[config.mk]
export PLATFORM = sky130hd
export DESIGN_NAME = write_buffer
export DESIGN_NICKNAME = d
export VERILOG_FILES = /design/src/rtl/write_buffer.sv
export SDC_FILE = /design/constraint.sdc
export NUM_CORES = 1
export LEC_CHECK = 0
export CAP_MARGIN = 40
export CORE_ASPECT_RATIO = 1.4
export CORE_UTILIZATION = 55
export DETAILED_ROUTE_END_ITERATION = 10
export PLACE_DENSITY_LB_ADDON = 0.2
export REMOVE_ABC_BUFFERS = 1
export SETUP_SLACK_MARGIN = 0.4
export SLEW_MARGIN = 15
export SYNTH_ARGS = -nofsm -noshare
export SYNTH_HDL_FRONTEND = slang
export SYNTH_SLANG_ARGS = --single-unit
[constraint.sdc]
create_clock -name CLK -period 8 [get_ports CLK]
set_clock_uncertainty 0.1 [all_clocks]
set_input_delay 1.6 -clock CLK [delete_from_list [all_inputs] [get_ports CLK]]
set_output_delay 1.6 -clock CLK [all_outputs]
set_load 0.01 [all_outputs]
[src/rtl/write_buffer.sv]
// write_buffer: posted-store FIFO feeding the arbiter write-back port, with coalescing and load forwarding
//   CLK, RESET                 clock, synchronous active-high reset
//   st_req/st_addr/st_data     store from data cache; st_stall asks it to hold and retry
//   lk_addr -> lk_hit/lk_data  combinational load-after-store lookup (youngest match)
//   wb_empty                   nothing queued and no write outstanding
//   WB_req/WB_addr/WB_data     head entry offered to the arbiter; WB_granted pops it
//   WB_full                    all entries occupied
module write_buffer #(
  parameter int DEPTH = 4,
  parameter int AW    = 23,
  parameter int DW    = 32
) (
  input  logic          CLK,
  input  logic          RESET,
  input  logic          st_req,
  input  logic [AW-1:0] st_addr,
  input  logic [DW-1:0] st_data,
  output logic          st_stall,
  input  logic [AW-1:0] lk_addr,
  output logic          lk_hit,
  output logic [DW-1:0] lk_data,
  output logic          wb_empty,
  output logic          WB_req,
  output logic [AW-1:0] WB_addr,
  output logic [DW-1:0] WB_data,
  output logic          WB_full,
  input  logic          WB_granted
);
  localparam int PW = $clog2(DEPTH);
  localparam logic [PW:0] FULL = (PW+1)'(DEPTH);
  typedef enum logic [1:0] {IDLE, REQ, GAP} state_t;
  state_t state_q, state_d;
  logic [DEPTH-1:0] valid_q, valid_d;
  logic [AW-1:0] addr_q [DEPTH];
  logic [AW-1:0] addr_d [DEPTH];
  logic [DW-1:0] data_q [DEPTH];
  logic [DW-1:0] data_d [DEPTH];
  logic [PW-1:0] head_q, head_d, tail_q, tail_d, j, match_idx;
  logic [PW:0] count_q, count_d;
  logic match, push, pop;
  assign WB_req   = state_q == REQ;
  assign WB_addr  = addr_q[head_q];
  assign WB_data  = data_q[head_q];
  assign WB_full  = count_q == FULL;
  assign wb_empty = (count_q == '0) && !WB_req;
  assign st_stall = st_req & WB_full & ~match;
  assign push     = st_req & ~match & ~WB_full;
  assign pop      = WB_req & WB_granted;
  // Scan oldest to youngest so the last hit is the youngest; the head being
  // offered to the arbiter is frozen and never takes a coalescing store.
  always_comb begin
    match = 1'b0;
    match_idx = '0;
    lk_hit = 1'b0;
    lk_data = '0;
    j = '0;
    for (int k = 0; k < DEPTH; k++) begin
      j = head_q + PW'(k);
      if (valid_q[j] && addr_q[j] == st_addr && !(j == head_q && WB_req)) begin
        match = 1'b1;
        match_idx = j;
      end
      if (valid_q[j] && addr_q[j] == lk_addr) begin
        lk_hit = 1'b1;
        lk_data = data_q[j];
      end
    end
  end
  always_comb begin
    valid_d = valid_q;
    addr_d = addr_q;
    data_d = data_q;
    head_d = head_q;
    tail_d = tail_q;
    if (st_req && match) data_d[match_idx] = st_data;
    if (push) begin
      valid_d[tail_q] = 1'b1;
      addr_d[tail_q] = st_addr;
      data_d[tail_q] = st_data;
      tail_d = tail_q + PW'(1);
    end
    if (pop) begin
      valid_d[head_q] = 1'b0;
      head_d = head_q + PW'(1);
    end
    count_d = count_q + (PW+1)'(push) - (PW+1)'(pop);
    // GAP drops WB_req for one cycle so the arbiter sees a fresh rising edge
    state_d = state_q == REQ ? (WB_granted ? GAP : REQ) : (count_q != '0 ? REQ : IDLE);
  end
  always_ff @(posedge CLK) begin
    if (RESET) begin
      state_q <= IDLE;
      valid_q <= '0;
      head_q <= '0;
      tail_q <= '0;
      count_q <= '0;
    end else begin
      state_q <= state_d;
      valid_q <= valid_d;
      head_q <= head_d;
      tail_q <= tail_d;
      count_q <= count_d;
    end
  end
  always_ff @(posedge CLK) begin
    addr_q <= addr_d;
    data_q <= data_d;
  end
endmodule
==> results of run 1 <==
==> sequential cells by signal, indices dropped and copies added, names as in the netlist <==
register  flops
tail_q        2
state_q       2
count_q       3
head_q        2
addr_q       92
data_q      128
valid_q       4
==> logic make-up (layout without fill, tap and decap cells) <==
group,count (synthesis),in the layout,share of synthesized area
xor gates and xnor gates,176,176,0.0869
adders and majority gates,11,11,0.00818
other,0,1,0
muxes,495,495,0.443
buffers and inverters,137,277,0.0413
and+or+nand+nor,191,191,0.0543
AOI/OAI and AO/OA,125,125,0.0514
DFF,233,233,0.315
==> cell usage in the layout, fill, tap and decap left out, drive strengths merged, types with 6 or more instances in the layout <==
cell and n:
xor2 54, a221oi 8, mux4 202, o21ai 47, mux2 210, buf 29
clkbuf 35, nor3 11, o31ai 7, a211oi 6, inv 31, clkdlybuf4s50 173
o22ai 7, xnor2 122, nor4 18, edfxtp 92, nor2b 6, nand4 28
nand2 84, ha 10, a21oi 11, mux2i 83, dfxtp 141, nor2 20
==> per-stage QoR <==
step / total power [uW] / instance area [sq um] / setup TNS [ps] / cells
2_1_floorplan: 4430 / 17100 / -3039850 / 1261
3_3_place_gp: 5150 / 19700 / 0 / 1856
3_5_place_dp: 5230 / 19700 / 0 / 1858
4_1_cts: 6430 / 20500 / 0 / 1903
5_1_grt: 6730 / 20500 / 0 / 1903
6_report: 6410 / 20500 / 0 / 1904
==> power by group <==
group	internal (uW)	leakage [uW]	switching (uW)
logic	1780	0.00443	1360
registers	1650	0.00202	449
clock network	696	0.000398	482
total	4120	0.00685	2290
==> cell usage after synthesis (4+ instances only) <==
cell / n
sky130_fd_sc_hd__o2bb2ai_1: 4
sky130_fd_sc_hd__o21ai_0: 38
sky130_fd_sc_hd__a21oi_1: 11
sky130_fd_sc_hd__buf_2: 30
sky130_fd_sc_hd__inv_1: 29
sky130_fd_sc_hd__o211ai_1: 5
sky130_fd_sc_hd__mux4_2: 202
sky130_fd_sc_hd__clkbuf_1: 32
sky130_fd_sc_hd__xor2_1: 54
sky130_fd_sc_hd__mux2_1: 66
sky130_fd_sc_hd__buf_4: 14
sky130_fd_sc_hd__ha_1: 10
sky130_fd_sc_hd__buf_6: 17
sky130_fd_sc_hd__nor3_1: 10
sky130_fd_sc_hd__o22ai_1: 7
sky130_fd_sc_hd__nand2_1: 84
sky130_fd_sc_hd__nand2b_1: 4
sky130_fd_sc_hd__xnor2_1: 122
sky130_fd_sc_hd__mux2_2: 114
sky130_fd_sc_hd__mux2i_1: 83
sky130_fd_sc_hd__edfxtp_1: 92
sky130_fd_sc_hd__mux2_4: 30
sky130_fd_sc_hd__nand4_1: 28
sky130_fd_sc_hd__nor4_1: 17
sky130_fd_sc_hd__nand3_1: 4
sky130_fd_sc_hd__dfxtp_1: 141
sky130_fd_sc_hd__o31ai_4: 5
sky130_fd_sc_hd__a221oi_1: 8
sky130_fd_sc_hd__nor2b_1: 6
sky130_fd_sc_hd__buf_1: 14
sky130_fd_sc_hd__a211oi_1: 5
sky130_fd_sc_hd__nor2_1: 19
sky130_fd_sc_hd__o2111ai_1: 5
sky130_fd_sc_hd__o21ai_1: 9
==> metal layers <==
layer / up-vias / routed length [microns] / GRT usage
li1: 5616 / - / -
met1: 6345 / 18800 / 0.374
met2: 492 / 25600 / 0.531
met3: 143 / 2740 / 0.0382
met4: 0 / 3520 / 0.201
met5: - / 0 / 0
==> final cells by class <==
| type | instances | share of cell area |
|---|---|---|
| repair buffers | 202 | 0.0993 |
| flip-flops and latches | 233 | 0.273 |
| diodes | 1 | 0.000122 |
| multi-input cells | 998 | 0.558 |
| clock buffers | 35 | 0.0354 |
| well taps | 395 | 0.0241 |
| clock inverters | 10 | 0.00506 |
| inverters | 30 | 0.00549 |
==> final timing paths <==
| check | start | endpoint | cells past startpoint |
|---|---|---|---|
| hold / removal | valid_q[3]$_SDFF_PP0_ | valid_q[3]$_SDFF_PP0_ | 2 |
| hold reg to reg | valid_q[3]$_SDFF_PP0_ | valid_q[3]$_SDFF_PP0_ | 2 |
| setup reg to reg | head_q[0]$_SDFFE_PP0P_ | data_q[127]$_DFF_P_ | 14 |
| setup / recovery | head_q[0]$_SDFFE_PP0P_ | lk_data[21] | 13 |
==> tightest hold or removal path, stage by stage, from the launching register on <==
cell,delay (ps)
sky130_fd_sc_hd__dfxtp_1,340
sky130_fd_sc_hd__inv_1,60
sky130_fd_sc_hd__a221oi_1,70
==> impl_results.html, run 1 <==
<table>
<tr><th>Metric</th><th>Value</th></tr>
<tr><th colspan="2">Global route</th></tr>
<tr><td>Global-route wire length before repair</td><td>77700 microns</td></tr>
<tr><td>Total overflow reported by the global router</td><td>0</td></tr>
<tr><td>Vias in the first global route</td><td>12.6k</td></tr>
<tr><td>Global router's overall resource usage</td><td>0.312</td></tr>
<tr><td>Number of antenna violations at the first check in global routing</td><td>0</td></tr>
<tr><td>Maximum number of pins on one net before global-route repair</td><td>148</td></tr>
<tr><th colspan="2">Timing</th></tr>
<tr><td>Min Hold Slack</td><td>424 ps</td></tr>
<tr><td>Number of endpoints failing setup at the final stage</td><td>0</td></tr>
<tr><td>Maximum operating frequency</td><td>0.138 GHz</td></tr>
<tr><td>RSZ-0062 raised after global routing</td><td>false</td></tr>
<tr><td>Number of pins with negative max-slew slack in the final report</td><td>0</td></tr>
<tr><td>Actual slew at the worst max-slew pin</td><td>957 ps</td></tr>
<tr><td>Headroom to the max-slew limit</td><td>0.362</td></tr>
<tr><td>Post-layout minimum cycle time</td><td>7230 ps</td></tr>
<tr><td>Final setup margin</td><td>769 ps</td></tr>
<tr><td>Fraction of the cycle the final worst path needs</td><td>0.904</td></tr>
<tr><td>Final hold violation count</td><td>0</td></tr>
<tr><th colspan="2">Run status</th></tr>
<tr><td>Status</td><td>completed</td></tr>
<tr><th colspan="2">Min path</th></tr>
<tr><td>Worst hold path class</td><td>flop to flop</td></tr>
<tr><th colspan="2">Clock network</th></tr>
<tr><td>Num Clock Sinks</td><td>233</td></tr>
<tr><td>Clock Path Buffers</td><td>3</td></tr>
<tr><td>Clock-pin slew of the registers on the worst-case setup and hold paths</td><td>60 ps</td></tr>
<tr><td>Quantity of gates resized following cts</td><td>0</td></tr>
<tr><td>Quantity of hold-fixing buffers added after cts</td><td>0</td></tr>
<tr><td>Post-CTS setup buffer count</td><td>0</td></tr>
<tr><td>Clock tree from TritonCTS</td><td>yes</td></tr>
<tr><td>H-tree levels</td><td>1</td></tr>
<tr><td>Num CTS Buffers</td><td>25</td></tr>
<tr><td>Root cell of the clock tree</td><td>sky130_fd_sc_hd__clkbuf_16</td></tr>
<tr><td>Clock latency on the worst-skew pair</td><td>540 ps</td></tr>
<tr><th colspan="2">Yosys</th></tr>
<tr><td>Number of enable-type register cells in the synthesized netlist</td><td>92</td></tr>
<tr><td>Cell type contributing the most total cell area after synthesis</td><td>sky130_fd_sc_hd__mux4_2</td></tr>
<tr><td>Async set-or-reset flop fraction in the synthesized netlist</td><td>0</td></tr>
<tr><td>Library cells used by synthesis</td><td>66</td></tr>
<tr><td>Area share of the largest cell type after synthesis</td><td>0.256</td></tr>
<tr><td>Post-synthesis instance area</td><td>17700 sq um</td></tr>
<tr><td>Share of the yosys chip area belonging to registers</td><td>0.315</td></tr>
<tr><td>Syn Inst Count</td><td>1368</td></tr>
<tr><td>Primary FF master, synth</td><td>sky130_fd_sc_hd__dfxtp_1</td></tr>
<tr><td>Dominant cells by area after synthesis</td><td>sky130_fd_sc_hd__mux4_2 (26%), sky130_fd_sc_hd__dfxtp_1 (16%), sky130_fd_sc_hd__edfxtp_1 (16%)</td></tr>
<tr><td>Avg Synthesized Cell Area</td><td>13.0 sq um</td></tr>
<tr><td>Warnings, synthesis</td><td>0</td></tr>
<tr><td>Yosys reg bits</td><td>233</td></tr>
<tr><th colspan="2">Die</th></tr>
<tr><td>Placeable core area</td><td>31700 sq um</td></tr>
<tr><td>Initial standard-cell utilization of the core</td><td>0.560</td></tr>
<tr><td>Number of core rows</td><td>77</td></tr>
<tr><td>Height of the die</td><td>214 microns</td></tr>
<tr><td>Die Area</td><td>33000 sq um</td></tr>
<tr><td>Top-Level Pins</td><td>174</td></tr>
<tr><td>Die width</td><td>154 microns</td></tr>
<tr><th colspan="2">Route</th></tr>
<tr><td>Number of violations reported at the end of detailed-routing iteration 0</td><td>982</td></tr>
<tr><td>Drc violations</td><td>0</td></tr>
<tr><td>Total number of vias</td><td>12.6k</td></tr>
<tr><td>Final WL</td><td>50600 microns</td></tr>
<tr><td>Router iterations before antenna repair</td><td>5</td></tr>
<tr><td>Vias per std cell</td><td>6.62</td></tr>
<tr><td>Routed Antenna Nets</td><td>0</td></tr>
<tr><td>Average detailed-routed wire length per instance</td><td>26.6 microns</td></tr>
<tr><th colspan="2">Final layout</th></tr>
<tr><td>Growth of design area from synthesis to finish</td><td>15.7%</td></tr>
<tr><td>Multi-input gate area</td><td>11500 sq um</td></tr>
<tr><td>Final design utilization</td><td>0.647</td></tr>
<tr><td>Fillcell total</td><td>2455</td></tr>
<tr><td>Layout cells sized above 1</td><td>0.286</td></tr>
<tr><td>Register area</td><td>5590 sq um</td></tr>
<tr><td>Layout net count</td><td>1583</td></tr>
<tr><th colspan="2">Critical path</th></tr>
<tr><td>Cell-by-cell listing of the critical path</td><td>inv_2 -&gt; ha_4 -&gt; buf_12 -&gt; mux4_2 -&gt; xor2_1 -&gt; nor4_1 -&gt; nand4_1 -&gt; nor3_2 -&gt; buf_12 -&gt; o21ai_0 -&gt; mux2_2 -&gt; mux2_2 -&gt; clkdlybuf4s50_1</td></tr>
<tr><td>Classification of the worst setup path</td><td>flop to output pin</td></tr>
<tr><td>Crit path launch type</td><td>flop</td></tr>
<tr><td>Crit path max-delay cell type</td><td>sky130_fd_sc_hd__dfxtp_4</td></tr>
<tr><td>Worst path arrival time</td><td>5530 ps</td></tr>
<tr><td>Buffering stage count on the worst path with inverters included</td><td>4</td></tr>
<tr><td>Max stage delay on crit path</td><td>730 ps</td></tr>
<tr><td>Kind of cell adding the most delay to the critical path</td><td>multiplexers</td></tr>
<tr><td>Data required, critical path</td><td>6300 ps</td></tr>
<tr><td>Register-to-register setup slack</td><td>2110 ps</td></tr>
<tr><td>Kind of end point of the critical path</td><td>output pin</td></tr>
<tr><td>Worst-path maximum fanout</td><td>65</td></tr>
<tr><th colspan="2">Pwr</th></tr>
<tr><td>Power density cells</td><td>312 nW/um^2</td></tr>
<tr><td>IR drop worst, VDD</td><td>0.167 mV</td></tr>
<tr><td>Static leakage power</td><td>0.00685 uW</td></tr>
<tr><th colspan="2">Flow run</th></tr>
<tr><td>Maximum Capacitance Violations</td><td>0</td></tr>
<tr><th colspan="2">Placement</th></tr>
<tr><td>Post-Place Worst Slack</td><td>1330 ps</td></tr>
<tr><td>Gp weighted congestion</td><td>1.03</td></tr>
<tr><td>Port buffer count</td><td>173</td></tr>
<tr><td>Detail Placement HPWL</td><td>36600 microns</td></tr>
</table>
(Power assumes the default switching activity.)
==> run 2, diff against run 1 <==
clock period = 7.6 ns   (was 8 ns; I/O delays follow)
==> impl_results.html, run 2 (same netlist as run 1, synthesis figures left out) <==
<table>
<tr><th>Metric</th><th>Value</th></tr>
<tr><th colspan="2">Min path</th></tr>
<tr><td>Hold Path Cell Cnt</td><td>1 (-1)</td></tr>
<tr><td>Hold path startpoint</td><td>data_q[104]$_DFF_P_</td></tr>
<tr><td>Hold endpoint</td><td>data_q[104]$_DFF_P_</td></tr>
<tr><td>Worst hold path class</td><td>flop to flop</td></tr>
<tr><th colspan="2">Critical path</th></tr>
<tr><td>Number of cells on the worst reg-to-reg path</td><td>19 (+5)</td></tr>
<tr><td>Kind of end point of the critical path</td><td>output pin</td></tr>
<tr><td>Crit path max-delay cell type</td><td>sky130_fd_sc_hd__mux4_2</td></tr>
<tr><td>Data required, critical path</td><td>5980 ps (-320 ps)</td></tr>
<tr><td>Crit path launch type</td><td>flop</td></tr>
<tr><td>Cell-by-cell listing of the critical path</td><td>inv_2 -&gt; ha_4 -&gt; buf_4 -&gt; mux4_2 -&gt; xor2_1 -&gt; nor4_1 -&gt; nand4_1 -&gt; nor3_2 -&gt; buf_12 -&gt; o21ai_0 -&gt; mux2_2 -&gt; mux2_2 -&gt; clkdlybuf4s50_1</td></tr>
<tr><td>Classification of the worst setup path</td><td>flop to output pin</td></tr>
<tr><td>Max stage delay on crit path</td><td>580 ps (-150 ps)</td></tr>
<tr><td>Worst-path maximum fanout</td><td>65 (unchanged)</td></tr>
<tr><td>Register-to-register setup slack</td><td>2290 ps (+180 ps)</td></tr>
<tr><td>Most frequent CP cell</td><td>sky130_fd_sc_hd__mux2_2</td></tr>
<tr><td>R2R Path Start</td><td>head_q[0]$_SDFFE_PP0P_</td></tr>
<tr><td>Kind of cell adding the most delay to the critical path</td><td>buffers and inverters</td></tr>
<tr><td>Worst path arrival time</td><td>5260 ps (-270 ps)</td></tr>
<tr><td>Buffering stage count on the worst path with inverters included</td><td>4 (unchanged)</td></tr>
<tr><td>Capture point of the worst reg-to-reg path</td><td>count_q[2]$_SDFF_PP0_</td></tr>
<tr><th colspan="2">Timing</th></tr>
<tr><td>Number of pins with negative max-slew slack in the final report</td><td>0 (unchanged)</td></tr>
<tr><td>Maximum operating frequency</td><td>0.145 GHz</td></tr>
<tr><td>Final hold violation count</td><td>0 (unchanged)</td></tr>
<tr><td>Actual slew at the worst max-slew pin</td><td>820 ps (-137 ps)</td></tr>
<tr><td>Fraction of the cycle the final worst path needs</td><td>0.906</td></tr>
<tr><td>RSZ-0062 raised after global routing</td><td>false</td></tr>
<tr><td>Final setup margin</td><td>717 ps (-51.8 ps)</td></tr>
<tr><td>Number of endpoints failing setup at the final stage</td><td>0 (unchanged)</td></tr>
<tr><td>Post-layout minimum cycle time</td><td>6880 ps</td></tr>
<tr><td>Headroom to the max-slew limit</td><td>0.452 (+0.0896)</td></tr>
<tr><th colspan="2">Final layout</th></tr>
<tr><td>Largest register by flop count</td><td>data_q</td></tr>
<tr><td>Number of flip-flops in the largest register</td><td>128 (unchanged)</td></tr>
<tr><td>Commonest cells after routing, fill and taps aside</td><td>sky130_fd_sc_hd__mux4_2 (202), sky130_fd_sc_hd__clkdlybuf4s50_1 (173), sky130_fd_sc_hd__dfxtp_1 (139)</td></tr>
<tr><td>Layout cells sized above 1</td><td>0.295 (+0.00826)</td></tr>
<tr><td>Number of non-filler instances in the completed layout</td><td>1916 (+0.63%)</td></tr>
<tr><td>Largest registers</td><td>data_q (128), addr_q (92), valid_q (4)</td></tr>
<tr><td>Layout net count</td><td>1593 (+0.63%)</td></tr>
<tr><td>Fillcell total</td><td>2401 (-2.2%)</td></tr>
<tr><td>Growth of design area from synthesis to finish</td><td>16.7%</td></tr>
<tr><td>Commonest non-fill, non-tap cell in the layout</td><td>sky130_fd_sc_hd__mux4_2</td></tr>
<tr><td>Final design utilization</td><td>0.653 (+0.00576)</td></tr>
<tr><th colspan="2">Clock network</th></tr>
<tr><td>H-tree levels</td><td>1 (unchanged)</td></tr>
<tr><td>Root cell of the clock tree</td><td>sky130_fd_sc_hd__clkbuf_16</td></tr>
<tr><td>Clock tree from TritonCTS</td><td>yes</td></tr>
<tr><td>Clock-pin slew of the registers on the worst-case setup and hold paths</td><td>60 ps (about the same)</td></tr>
<tr><td>Clock latency on the worst-skew pair</td><td>540 ps (about the same)</td></tr>
<tr><td>Clock Path Buffers</td><td>3 (unchanged)</td></tr>
<tr><td>Num CTS Buffers</td><td>26 (+4.0%)</td></tr>
<tr><td>Num Clock Sinks</td><td>233 (unchanged)</td></tr>
<tr><th colspan="2">Placement</th></tr>
<tr><td>Detail Placement HPWL</td><td>37600 microns (+2.8%)</td></tr>
<tr><td>Gp weighted congestion</td><td>1.00 (-2.2%)</td></tr>
<tr><td>DP Cell Count</td><td>1864 (+0.32%)</td></tr>
<tr><td>Post-Place Worst Slack</td><td>1020 ps (-316 ps)</td></tr>
<tr><td>Port buffer count</td><td>173 (unchanged)</td></tr>
<tr><th colspan="2">Pwr</th></tr>
<tr><td>Combinational group share of total power</td><td>0.487 (-0.002)</td></tr>
<tr><td>Sequential share of power</td><td>0.322 (-0.006)</td></tr>
<tr><td>Net switching power</td><td>2410 uW (+5.5%)</td></tr>
<tr><td>Cell-internal power</td><td>4430 uW (+7.3%)</td></tr>
<tr><td>IR drop worst, VDD</td><td>0.199 mV (+19%)</td></tr>
<tr><td>Power density cells</td><td>330 nW/um^2 (+5.8%)</td></tr>
<tr><td>Share of total power consumed by net switching</td><td>0.353 (-0.00386)</td></tr>
<tr><td>Static leakage power</td><td>0.00697 uW (+1.7%)</td></tr>
<tr><td>Share of power burned in the clock network</td><td>0.191 (+0.007)</td></tr>
<tr><th colspan="2">Route</th></tr>
<tr><td>Drc violations</td><td>0 (unchanged)</td></tr>
<tr><td>Router iterations before antenna repair</td><td>5 (unchanged)</td></tr>
<tr><td>Final WL</td><td>51500 microns (+1.7%)</td></tr>
<tr><td>Average detailed-routed wire length per instance</td><td>26.9 microns (+1.1%)</td></tr>
<tr><td>Total number of vias</td><td>12.8k (+1.4%)</td></tr>
<tr><td>Routed Antenna Nets</td><td>0 (unchanged)</td></tr>
<tr><td>Number of violations reported at the end of detailed-routing iteration 0</td><td>851 (-13%)</td></tr>
<tr><td>Vias per std cell</td><td>6.67 (+0.81%)</td></tr>
<tr><th colspan="2">Die</th></tr>
<tr><td>Initial standard-cell utilization of the core</td><td>0.560 (unchanged)</td></tr>
<tr><td>Top-Level Pins</td><td>174 (unchanged)</td></tr>
<tr><td>Number of core rows</td><td>77 (unchanged)</td></tr>
<tr><td>Placeable core area</td><td>31700 sq um (unchanged)</td></tr>
<tr><td>Die width</td><td>154 microns (unchanged)</td></tr>
<tr><td>Height of the die</td><td>214 microns (unchanged)</td></tr>
<tr><td>Die Area</td><td>33000 sq um (unchanged)</td></tr>
<tr><th colspan="2">Global route</th></tr>
<tr><td>Maximum number of pins on one net before global-route repair</td><td>103 (-30%)</td></tr>
<tr><td>Global-route wire length before repair</td><td>78100 microns (+0.53%)</td></tr>
<tr><td>Global router's overall resource usage</td><td>0.315 (+0.00249)</td></tr>
<tr><td>Vias in the first global route</td><td>12.7k (+1.1%)</td></tr>
<tr><td>Number of antenna violations at the first check in global routing</td><td>1 (+1)</td></tr>
<tr><td>Total overflow reported by the global router</td><td>0 (unchanged)</td></tr>
<tr><th colspan="2">Run status</th></tr>
<tr><td>Status</td><td>completed</td></tr>
<tr><th colspan="2">Flow run</th></tr>
<tr><td>Maximum Capacitance Violations</td><td>0 (unchanged)</td></tr>
</table>
-- run 2: cell count changes in the layout (fill, tap and decap cells not counted), sizes merged --
cell      previous run  this run
clkbuf              35        44
buf                 29        38
clkinv               4         3
bufinv               2         1
clkinvlp             3         0
inv                 31        30
-- run 2: power groups by stage --
stage / Sequential (uW) / Combinational (uW) / Clock, uW
after floorplan: 2180 / 2480 / 0
after global placement: 2160 / 3260 / 0
after detailed placement: 2220 / 3300 / 0
final: 2200 / 3330 / 1310
after CTS: 2200 / 3320 / 1340
after global routing: 2270 / 3510 / 1390
-- run 2: repair_timing --
item | in CTS | in global routing
setup endpoints to repair | 0 | 32
hold buffers | 0 | 0
buffers inserted | 0 | 2
gates resized for setup | 0 | 2
-- run 2: worst max-delay path by stage --
stage                                      start           to  slack, ps  cells after the start
after floorplan           head_q[0]$_SDFFE_PP0P_  lk_data[12]     -14090                     10
after global placement               lk_addr[12]  lk_data[19]        920                      8
after detailed placement  head_q[0]$_SDFFE_PP0P_  lk_data[19]       1020                     14
after CTS                 head_q[0]$_SDFFE_PP0P_   lk_data[3]        440                     13
after global routing      head_q[0]$_SDFFE_PP0P_  lk_data[19]        490                     13
final                     head_q[0]$_SDFFE_PP0P_   lk_data[3]        720                     13
-- run 2: per-stage QoR --
step	area, sq um	power, uW	hold slack [ps]	setup TNS (ps)
5_1_grt	20700	7170	458	0
4_1_cts	20700	6860	434	0
3_3_place_gp	19700	5430	393	0
2_1_floorplan	17100	4660	365	-3160730
3_5_place_dp	19700	5520	420	0
6_report	20700	6840	430	0
-- run 2: area by class of cell --
type / instances / area, sq um / area share
repair buffers: 211 / 2130 / 0.103
multi-input cells: 998 / 11500 / 0.554
inverters: 30 / 113 / 0.00544
clock inverters: 4 / 45.0 / 0.00218
diodes: 1 / 2.50 / 0.000121
well taps: 395 / 494 / 0.0239
clock buffers: 44 / 866 / 0.0418
flip-flops and latches: 233 / 5590 / 0.270
-- run 2: layer usage --
metal / track usage / vias up / part of all wire
li1: - / 5648 / -
met1: 0.358 / 6486 / 0.37
met2: 0.558 / 494 / 0.51
met3: 0.0358 / 150 / 0.051
met4: 0.202 / 0 / 0.069
met5: 0 / - / 0
==> run 3, diff against run 2 <==
CAP_MARGIN = 10   (was 40)
==> impl_results.html, run 3 (same netlist as run 1, synthesis figures left out) <==
<table>
<tr><th>Metric</th><th>Value</th></tr>
<tr><th colspan="2">Clock network</th></tr>
<tr><td>Clock tree from TritonCTS</td><td>yes</td></tr>
<tr><td>Clock Path Buffers</td><td>3 (unchanged)</td></tr>
<tr><td>Clock-pin slew of the registers on the worst-case setup and hold paths</td><td>60 ps (about the same)</td></tr>
<tr><td>H-tree levels</td><td>1 (unchanged)</td></tr>
<tr><td>Clock latency on the worst-skew pair</td><td>540 ps (about the same)</td></tr>
<tr><td>Root cell of the clock tree</td><td>sky130_fd_sc_hd__clkbuf_16</td></tr>
<tr><td>Quantity of hold-fixing buffers added after cts</td><td>0 (unchanged)</td></tr>
<tr><td>Num CTS Buffers</td><td>25 (-3.8%)</td></tr>
<tr><td>Num Clock Sinks</td><td>233 (unchanged)</td></tr>
<tr><th colspan="2">Critical path</th></tr>
<tr><td>Cell-by-cell listing of the critical path</td><td>inv_2 -&gt; ha_4 -&gt; buf_12 -&gt; mux2i_1 -&gt; nand2_1 -&gt; o21ai_0 -&gt; xor2_1 -&gt; nand4_1 -&gt; nor4_1 -&gt; inv_1 -&gt; nor2_4 -&gt; buf_4 -&gt; mux2_2 -&gt; clkdlybuf4s50_1</td></tr>
<tr><td>Kind of end point of the critical path</td><td>output pin</td></tr>
<tr><td>Worst path arrival time</td><td>5420 ps (+160 ps)</td></tr>
<tr><td>Crit path launch type</td><td>flop</td></tr>
<tr><td>Buffering stage count on the worst path with inverters included</td><td>5 (+1)</td></tr>
<tr><td>Crit path max-delay cell type</td><td>sky130_fd_sc_hd__ha_4</td></tr>
<tr><td>Max stage delay on crit path</td><td>570 ps (about the same)</td></tr>
<tr><td>Classification of the worst setup path</td><td>flop to output pin</td></tr>
<tr><td>Data required, critical path</td><td>5980 ps (about the same)</td></tr>
<tr><td>Kind of cell adding the most delay to the critical path</td><td>buffers and inverters</td></tr>
<tr><td>Worst-path maximum fanout</td><td>32 (-51%)</td></tr>
<tr><th colspan="2">Die</th></tr>
<tr><td>Die width</td><td>154 microns (unchanged)</td></tr>
<tr><td>Die Area</td><td>33000 sq um (unchanged)</td></tr>
<tr><td>Number of core rows</td><td>77 (unchanged)</td></tr>
<tr><td>Placeable core area</td><td>31700 sq um (unchanged)</td></tr>
<tr><td>Initial standard-cell utilization of the core</td><td>0.560 (unchanged)</td></tr>
<tr><td>Height of the die</td><td>214 microns (unchanged)</td></tr>
<tr><td>Top-Level Pins</td><td>174 (unchanged)</td></tr>
<tr><th colspan="2">Run status</th></tr>
<tr><td>Status</td><td>completed</td></tr>
<tr><th colspan="2">Global route</th></tr>
<tr><td>Total overflow reported by the global router</td><td>0 (unchanged)</td></tr>
<tr><td>Number of antenna violations at the first check in global routing</td><td>2 (+1)</td></tr>
<tr><td>Global router's overall resource usage</td><td>0.316 (+0.00169)</td></tr>
<tr><td>Vias in the first global route</td><td>12.7k (-0.67%)</td></tr>
<tr><td>Fraction of met3 tracks used by global routing</td><td>0.0321 (-0.00364)</td></tr>
<tr><td>Met1 GRT Util</td><td>0.374 (+0.0156)</td></tr>
<tr><td>Global-route wire length before repair</td><td>78200 microns (about the same)</td></tr>
<tr><td>Maximum number of pins on one net before global-route repair</td><td>103 (unchanged)</td></tr>
<tr><td>Global Route met2 Usage</td><td>0.559 (+0.00106)</td></tr>
<tr><td>GR peak layer</td><td>met2</td></tr>
<tr><th colspan="2">Route</th></tr>
<tr><td>Final WL</td><td>51800 microns (+0.71%)</td></tr>
<tr><td>Vias per std cell</td><td>6.71 (+0.56%)</td></tr>
<tr><td>Drc violations</td><td>0 (unchanged)</td></tr>
<tr><td>Router iterations before antenna repair</td><td>5 (unchanged)</td></tr>
<tr><td>Total number of vias</td><td>12.8k (+0.19%)</td></tr>
<tr><td>Average detailed-routed wire length per instance</td><td>27.2 microns (+1.1%)</td></tr>
<tr><td>Number of violations reported at the end of detailed-routing iteration 0</td><td>957 (+12%)</td></tr>
<tr><td>Routed Antenna Nets</td><td>0 (unchanged)</td></tr>
<tr><th colspan="2">Pwr</th></tr>
<tr><td>Total Power</td><td>6700 uW (-2.1%)</td></tr>
<tr><td>Cell-internal power</td><td>4280 uW (-3.3%)</td></tr>
<tr><td>Sequential share of power</td><td>0.329 (+0.007)</td></tr>
<tr><td>IR drop worst, VDD</td><td>0.203 mV (+2.1%)</td></tr>
<tr><td>Share of total power consumed by net switching</td><td>0.361 (+0.00822)</td></tr>
<tr><td>Power density cells</td><td>327 nW/um^2 (-1.1%)</td></tr>
<tr><td>Combinational group share of total power</td><td>0.496 (+0.009)</td></tr>
<tr><td>Share of power burned in the clock network</td><td>0.176 (-0.015)</td></tr>
<tr><td>Static leakage power</td><td>0.00688 uW (-1.3%)</td></tr>
<tr><td>Net switching power</td><td>2420 uW (+0.21%)</td></tr>
<tr><th colspan="2">Final layout</th></tr>
<tr><td>Final design utilization</td><td>0.647 (-0.00651)</td></tr>
<tr><td>Layout net count</td><td>1588 (-0.31%)</td></tr>
<tr><td>Commonest non-fill, non-tap cell in the layout</td><td>sky130_fd_sc_hd__mux4_2</td></tr>
<tr><td>Commonest cells after routing, fill and taps aside</td><td>sky130_fd_sc_hd__mux4_2 (202), sky130_fd_sc_hd__clkdlybuf4s50_1 (173), sky130_fd_sc_hd__dfxtp_1 (139)</td></tr>
<tr><td>Fillcell total</td><td>2419 (+0.75%)</td></tr>
<tr><td>Layout cells sized above 1</td><td>0.293 (-0.00194)</td></tr>
<tr><td>Number of flip-flops in the largest register</td><td>128 (unchanged)</td></tr>
<tr><td>Largest register by flop count</td><td>data_q</td></tr>
<tr><td>Largest registers</td><td>data_q (128), addr_q (92), valid_q (4)</td></tr>
<tr><td>Final Cell Area</td><td>20500 sq um (-1.0%)</td></tr>
<tr><td>Growth of design area from synthesis to finish</td><td>15.6%</td></tr>
<tr><th colspan="2">Timing</th></tr>
<tr><td>Number of endpoints failing setup at the final stage</td><td>0 (unchanged)</td></tr>
<tr><td>Headroom to the max-slew limit</td><td>0.302 (-0.150)</td></tr>
<tr><td>Actual slew at the worst max-slew pin</td><td>1040 ps (+223 ps)</td></tr>
<tr><td>RSZ-0062 raised after global routing</td><td>false</td></tr>
<tr><td>Post-layout minimum cycle time</td><td>7040 ps (+155 ps)</td></tr>
<tr><td>Final setup margin</td><td>562 ps (-155 ps)</td></tr>
<tr><td>Fraction of the cycle the final worst path needs</td><td>0.926 (+0.0204)</td></tr>
<tr><td>Number of pins with negative max-slew slack in the final report</td><td>0 (unchanged)</td></tr>
<tr><td>Final hold violation count</td><td>0 (unchanged)</td></tr>
<tr><td>Maximum operating frequency</td><td>0.142 GHz (-2.2%)</td></tr>
<tr><th colspan="2">Placement</th></tr>
<tr><td>Placed inst area</td><td>19700 sq um (-0.24%)</td></tr>
<tr><td>Post-Place Worst Slack</td><td>931 ps (-84.5 ps)</td></tr>
<tr><td>Port buffer count</td><td>173 (unchanged)</td></tr>
<tr><td>Detail Placement HPWL</td><td>37300 microns (-0.67%)</td></tr>
<tr><td>Gp weighted congestion</td><td>1.00 (unchanged)</td></tr>
<tr><th colspan="2">Flow run</th></tr>
<tr><td>Maximum Capacitance Violations</td><td>0 (unchanged)</td></tr>
<tr><th colspan="2">Min path</th></tr>
<tr><td>Worst hold path class</td><td>flop to flop</td></tr>
</table>
[run 3: worst paths after layout]
| path | from | endpoint | slack (ps) | cells after the start |
|---|---|---|---|---|
| max | head_q[0]$_SDFFE_PP0P_ | lk_data[13] | 560 | 14 |
| min | data_q[57]$_DFF_P_ | data_q[57]$_DFF_P_ | 430 | 1 |
| max reg2reg | head_q[0]$_SDFFE_PP0P_ | data_q[125]$_DFF_P_ | 2120 | 14 |
| min reg2reg | data_q[57]$_DFF_P_ | data_q[57]$_DFF_P_ | 430 | 1 |
[run 3: metrics by stage]
step                      hold WS (ps)  setup TNS (ps)  instances
after CTS                          435               0       1907
final                              432               0       1909
after global routing               459               0       1908
after global placement             393               0       1862
after floorplan                    365        -3160730       1261
after detailed placement           415               0       1862
[run 3: power groups by stage]
stage	sequential (uW)	clock [uW]	combinational (uW)
after CTS	2200	1200	3310
after detailed placement	2220	0	3290
after global placement	2160	0	3260
final	2200	1180	3320
after floorplan	2180	0	2480
after global routing	2270	1250	3490
[run 3: metal layers]
metal | routed length (microns) | share of wire
met1 | 19400 | 0.37
met2 | 26800 | 0.52
met3 | 2490 | 0.048
met4 | 3200 | 0.062
met5 | 0 | 0
[run 3: repair_timing]
action	in CTS	in global routing
buffers inserted	0	1
setup endpoints to repair	0	32
gates resized for setup	0	1
[run 3: cell type report]
| cell class | count | area [sq um] | share of cell area |
|---|---|---|---|
| multi-input cells | 998 | 11500 | 0.559 |
| flip-flops and latches | 233 | 5590 | 0.273 |
| repair buffers | 207 | 2060 | 0.101 |
| clock buffers | 32 | 683 | 0.0333 |
| well taps | 395 | 494 | 0.0241 |
| inverters | 30 | 113 | 0.00549 |
| clock inverters | 13 | 95.1 | 0.00464 |
| diodes | 1 | 2.50 | 0.000122 |
